### src/rtl/cpu_pkg.sv
// Shared CPU definitions: word/ROM sizing, reset PC, canonical NOP, fetch->decode payload.
// Latency: n/a (types and constants only).
// Backpressure: n/a.
package cpu_pkg;

    localparam int unsigned      WORD              = 32;
    localparam int unsigned      INS_ADDRESS_SPACE = 4;     // ROM word-address bits (16 words)
    localparam logic [WORD-1:0]  RESET_PC          = 32'h0000_0000;
    localparam logic [WORD-1:0]  NOP_INSTR         = 32'h0000_0013;  // addi x0, x0, 0

    // Payload of the fetch->decode pipeline register, shared with the decode stage.
    typedef struct packed {
        logic            valid;
        logic [WORD-1:0] instr;
        logic [WORD-1:0] pc;
    } if_id_t;

endpackage

### src/rtl/pc_gen.sv
// Program counter: reset load, sequential +4 advance, word-aligned redirect, otherwise hold.
// Latency: pc updates on the clock edge after advance/redirect is sampled.
// Backpressure: none internally; the caller only asserts advance when the next stage has room.
//
// Ports:
//   clk, rst_n      clock, asynchronous active-low reset
//   advance         step pc by one word this cycle
//   redirect_valid  load redirect_pc (wins over advance)
//   redirect_pc     redirect target, byte address; low two bits discarded
//   pc              current program counter (registered)
module pc_gen #(
    parameter int unsigned            WIDTH    = cpu_pkg::WORD,
    parameter logic [WIDTH-1:0]       RESET_PC = WIDTH'(cpu_pkg::RESET_PC)
) (
    input  logic             clk,
    input  logic             rst_n,
    input  logic             advance,
    input  logic             redirect_valid,
    input  logic [WIDTH-1:0] redirect_pc,
    output logic [WIDTH-1:0] pc
);
    import cpu_pkg::*;

    // Targets are forced to word alignment; the dropped bits are deliberately unused.
    logic [WIDTH-1:0] redirect_aligned;
    logic             unused_align;

    assign redirect_aligned = {redirect_pc[WIDTH-1:2], 2'b00};
    assign unused_align     = &{1'b0, redirect_pc[1:0]};

    always_ff @(posedge clk or negedge rst_n) begin
        if (!rst_n) begin
            pc <= RESET_PC;
        end else if (redirect_valid) begin
            pc <= redirect_aligned;
        end else if (advance) begin
            pc <= pc + WIDTH'(4);   // wraps mod 2^WIDTH
        end
    end

endmodule

### src/rtl/fetch_stage.sv
// Instruction fetch: drives ROM address from pc, registers returned word + pc toward decode.
// Latency: 1 clk pc->if_valid; 2 clk redirect->first valid target word.
// Backpressure: if_valid & !if_ready stalls pc and the output register; redirect overrides.
//
// Ports:
//   clk, rst_n                  clock, asynchronous active-low reset
//   fetch_en                    allow fetching; 0 lets the held word drain and freezes pc
//   rom_addr / rom_data         combinational ROM interface (word address from pc)
//   redirect_valid/redirect_pc  taken branch/jump: flush output register, reload pc
//   if_valid/if_ready           handshake to decode
//   if_instr/if_pc              registered instruction word and its byte pc
module fetch_stage #(
    parameter int unsigned      WIDTH    = cpu_pkg::WORD,
    parameter int unsigned      ADDR_W   = cpu_pkg::INS_ADDRESS_SPACE,
    parameter logic [WIDTH-1:0] RESET_PC = WIDTH'(cpu_pkg::RESET_PC)
) (
    input  logic              clk,
    input  logic              rst_n,
    input  logic              fetch_en,
    output logic [ADDR_W-1:0] rom_addr,
    input  logic [WIDTH-1:0]  rom_data,
    input  logic              redirect_valid,
    input  logic [WIDTH-1:0]  redirect_pc,
    output logic              if_valid,
    input  logic              if_ready,
    output logic [WIDTH-1:0]  if_instr,
    output logic [WIDTH-1:0]  if_pc
);
    import cpu_pkg::*;

    logic [WIDTH-1:0] pc;
    logic             slot_free;
    logic             fetch;

    // The output slot can take a new word when it is empty or being drained this cycle.
    assign slot_free = !if_valid || if_ready;
    assign fetch     = fetch_en && slot_free && !redirect_valid;

    // Address comes straight from the pc register; upper pc bits are truncated so the
    // fetch stream wraps around the ROM.
    assign rom_addr  = pc[ADDR_W+1:2];

    pc_gen #(
        .WIDTH    (WIDTH),
        .RESET_PC (RESET_PC)
    ) u_pc_gen (
        .clk            (clk),
        .rst_n          (rst_n),
        .advance        (fetch),
        .redirect_valid (redirect_valid),
        .redirect_pc    (redirect_pc),
        .pc             (pc)
    );

    // Fetch->decode register. A redirect only clears valid; instr/pc keep their old
    // contents since the consumer ignores them while invalid.
    always_ff @(posedge clk or negedge rst_n) begin
        if (!rst_n) begin
            if_valid <= 1'b0;
            if_instr <= WIDTH'(NOP_INSTR);
            if_pc    <= RESET_PC;
        end else if (redirect_valid) begin
            if_valid <= 1'b0;
        end else if (fetch) begin
            if_valid <= 1'b1;
            if_instr <= rom_data;
            if_pc    <= pc;
        end else if (slot_free) begin
            // fetch_en low with nothing left to hold: the slot empties.
            if_valid <= 1'b0;
        end
    end

endmodule
### config.mk
export PLATFORM = sky130hd
export DESIGN_NAME = fetch_stage
export DESIGN_NICKNAME = d
export VERILOG_FILES = /design/src/rtl/cpu_pkg.sv /design/src/rtl/pc_gen.sv /design/src/rtl/fetch_stage.sv
export SDC_FILE = /design/constraint.sdc
export NUM_CORES = 1
export LEC_CHECK = 0
export CAP_MARGIN = 15
export CORE_ASPECT_RATIO = 1.2
export CORE_MARGIN = 4
export CORE_UTILIZATION = 48
export CTS_BUF_LIST = sky130_fd_sc_hd__clkbuf_4 sky130_fd_sc_hd__clkbuf_8
export DETAILED_ROUTE_END_ITERATION = 16
export HOLD_SLACK_MARGIN = 0.15
export PLACE_DENSITY = 0.92
export SETUP_SLACK_MARGIN = 0.1
export SLEW_MARGIN = 10
export SYNTH_ARGS = -nofsm -noshare
export SYNTH_HDL_FRONTEND = slang
export SYNTH_HIERARCHICAL = 1
export SYNTH_SLANG_ARGS = --single-unit
### constraint.sdc
create_clock -name clk -period 2.75 [get_ports clk]
set_clock_uncertainty 0.1 [all_clocks]
set_input_delay 0.6875 -clock clk [delete_from_list [all_inputs] [get_ports clk]]
set_output_delay 0.6875 -clock clk [all_outputs]
set_load 0.005 [all_outputs]
==> results.md <==
- Status: complete, no violations
- Aggregate global routing overflow: 0
- First-pass GRT wire length: 16.4 mm
- Pins Over Slew Limit: 0
- Via count: 3006
- RSZ-0062 raised after global routing: no
- Fin nets: 542
- Routing usage on met2: 34.0%
- Core area: 9030 um2
- Die H: 113 um
- Synth area leader: dfrtp_1
- WHS: 0.209 ns
- Total CTS buffers: 9
- Period Utilization, post-route: 91.4%
- Worst reg2reg path depth: 8
- Worst hold path type: in -> async
- # DRC: 0
- Post-route insts no fill: 597
- Antenna violations before repair: 0
- Pleak: 2.56 nW
- Worst Tran Pin Value: 0.676 ns
- Share of cells above drive strength 1: 22.9%
- Top cells by count, synth: dfrtp_1 (92), mux2_4 (49), nand2_1 (43)
- Synth cell types: 36
- Antenna fix cells: 0
- Largest cells by area after synthesis: dfrtp_1 (52%), mux2_4 (17%), xnor2_1 (4.2%)
- CTS root buffer: clkbuf_8
- Final setup viols: 0
- Power density over the cells: 616 nW/um2
- Largest net degree at the start of global routing: 61
- Sequential fraction of the synthesis area: 53.9%
- Warnings from Yosys: 6
- Post-Synthesis Cell Area: 4410 um2
- Clk buf depth: 2
- Port bufs: 135
- Cells along the critical path: clkdlybuf4s50_1, nor2b_4, nor3b_4, nand4_2, or3_1, buf_4, nor4_4, xnor2_1, o21ai_1
- Post-synth EDFFs: 0
- Gr usage total: 19.4%
- Met3 global-route usage: 4.59%
- Launching point of the worst reg2reg path: if_valid$_DFFE_PN0P_
- Crit end category: flop
- Fmax: 398 MHz
- Die area: 10800 um2
- Post-route cell area: 6080 um2
- GR peak layer: met2
- Iteration-0 DRC count of the detailed router: 63
- Minimum clock period: 2.51 ns
- Worst path max stage delay: 0.51 ns
- R2r endpoint: u_pc_gen/pc[27]$_DFFE_PN0N_
- Area added between synthesis and finish: 37.6%
- Crit Path Class: in -> reg
- Cells after synthesis: 332
- Die W: 95.5 um
- Ys flop type: dfrtp_1
- Fin. Hold Viols: 0
- Starting Density: 48.9%
- Critical Path Slowest Stage Cell: clkdlybuf4s50_1
- CP Launch Type: input port
- Met1 Use GR: 23.4%
- Cell Count Post-Placement: 581
- Wire per inst: 16.7 um
- Async SR Flop Fraction: 100%
- R2r setup slk: 0.60 ns
- First-pass DRT Iterations: 4
- Final GP Congestion: 0.790
- Num rows: 38
- CP max FO: 9
- HPWL after detailed placement: 7.23 mm
- Max_cap viols: 0
- Critical path launch point: if_ready
- Peak supply drop: 0.000418 V
- Io pins: 138
- Syn avg cell area: 13.3 um2
- Synth Register Bits: 95
- Clock tree from TritonCTS: built
- Most common cell in the netlist: dfrtp_1
- Vias/cell: 5.04
- Clock Sinks: 95
- Final wirelength: 9.97 mm
- CTS clk-pin slew, worst paths: 0.09 ns
- CP arrival: 2.63 ns
- H-tree depth: 3
- Clock Latency Late Sink: 0.36 ns
- Relative slew margins: 55.0%
- Number of global-route vias before repair: 3309
- ANT nets after route: 0
- # Post-CTS Setup Buffers: 0
- Top cell type's share of synthesized area: 52.2%
- CP Data Required Time: 2.87 ns
- Placed cell areas: 5830 um2
## worst max-delay path, delay by kind of cell
kind,cells,cell delay (ns)
buffers and inverters,2,0.71
XOR/XNOR,1,0.16
AND/OR/NAND/NOR,5,0.98
AO/OA/AOI/OAI,1,0.09
## through the flow
step	utilization, %	setup slack (ns)	TNS, ns	power, W
finish	67.3	0.237	0	0.00374
global route	67.3	0.122	0	0.00393
CTS	67.1	0.227	0	0.00379
detailed placement	64.6	-0.165	-1.16	0.00275
global placement	64.6	-0.118	-0.714	0.00270
floorplan	-	0.205	0	0.00217
## repair_timing
action                                  in CTS  in global routing
resized for setup                            0                  2
endpoints found under the setup margin       0                  2
hold buffers                                 0                  0
## placed cells by master, fill, tap and decap left out, drive strengths merged, types with 2 or more instances in the layout
master / instances
dfstp: 3
or3: 2
nand2: 43
bufinv: 2
nor2: 8
xnor2: 21
nor3: 8
nand3: 8
o21ai: 29
conb: 2
nand4: 4
dfrtp: 92
mux2: 65
buf: 12
inv: 4
xor2: 8
nor4: 7
clkinvlp: 2
and3: 6
clkdlybuf4s50: 133
clkbuf: 11
## cells by family (layout without fill, tap and decap cells)
group | count (synthesis) | after routing | synth area share (%)
fa+ha+maj | 1 | 1 | 0.283
mux | 66 | 66 | 21.0
compound gates | 29 | 29 | 3.37
other cells | 1 | 2 | 0.0850
buf+inv | 21 | 165 | 4.25
xor+xnor | 29 | 29 | 5.75
flops | 95 | 95 | 53.9
simple gates | 90 | 90 | 11.3
## report_power, final
group	internal [W]	switching, W
registers	0.00162	0.000162
logic	0.000657	0.000275
clock network	0.000560	0.000468
## per-layer routing
layer / share of wire (%) / routed length [um] / vias up
met4: 1.2 / 123 / 0
met3: 4.8 / 474 / 11
met2: 53 / 5260 / 81
met5: 0 / 0 / -
li1: - / - / 1412
met1: 41 / 4110 / 1502
## layout make-up
type                    instances  area [um2]
clock inverters                 5        80.1
clock buffers                  11         151
multi-input cells             217        1870
repair buffers                145        1430
well taps                     120         150
inverters                       4        15.0
flip-flops and latches         95        2380
fillers                       658        2960
## state kept, by name (all words and copies together) (netlist names)
| signal | flops |
|---|---|
| if_pc | 32 |
| u_pc_gen/pc | 30 |
| if_valid | 1 |
| if_instr | 32 |
## how the worst max path moves through the flow
stage / end / slack (ns) / depth (start not counted)
3_3_place_gp: u_pc_gen/pc[29]$_DFFE_PN0N_ / -0.12 / 9
2_1_floorplan: u_pc_gen/pc[28]$_DFFE_PN0N_ / 0.21 / 9
6_report: u_pc_gen/pc[27]$_DFFE_PN0N_ / 0.24 / 9
3_5_place_dp: u_pc_gen/pc[27]$_DFFE_PN0N_ / -0.16 / 9
5_1_grt: u_pc_gen/pc[30]$_DFFE_PN0N_ / 0.12 / 9
4_1_cts: u_pc_gen/pc[27]$_DFFE_PN0N_ / 0.23 / 9
Power figures use the tool's default switching activity.
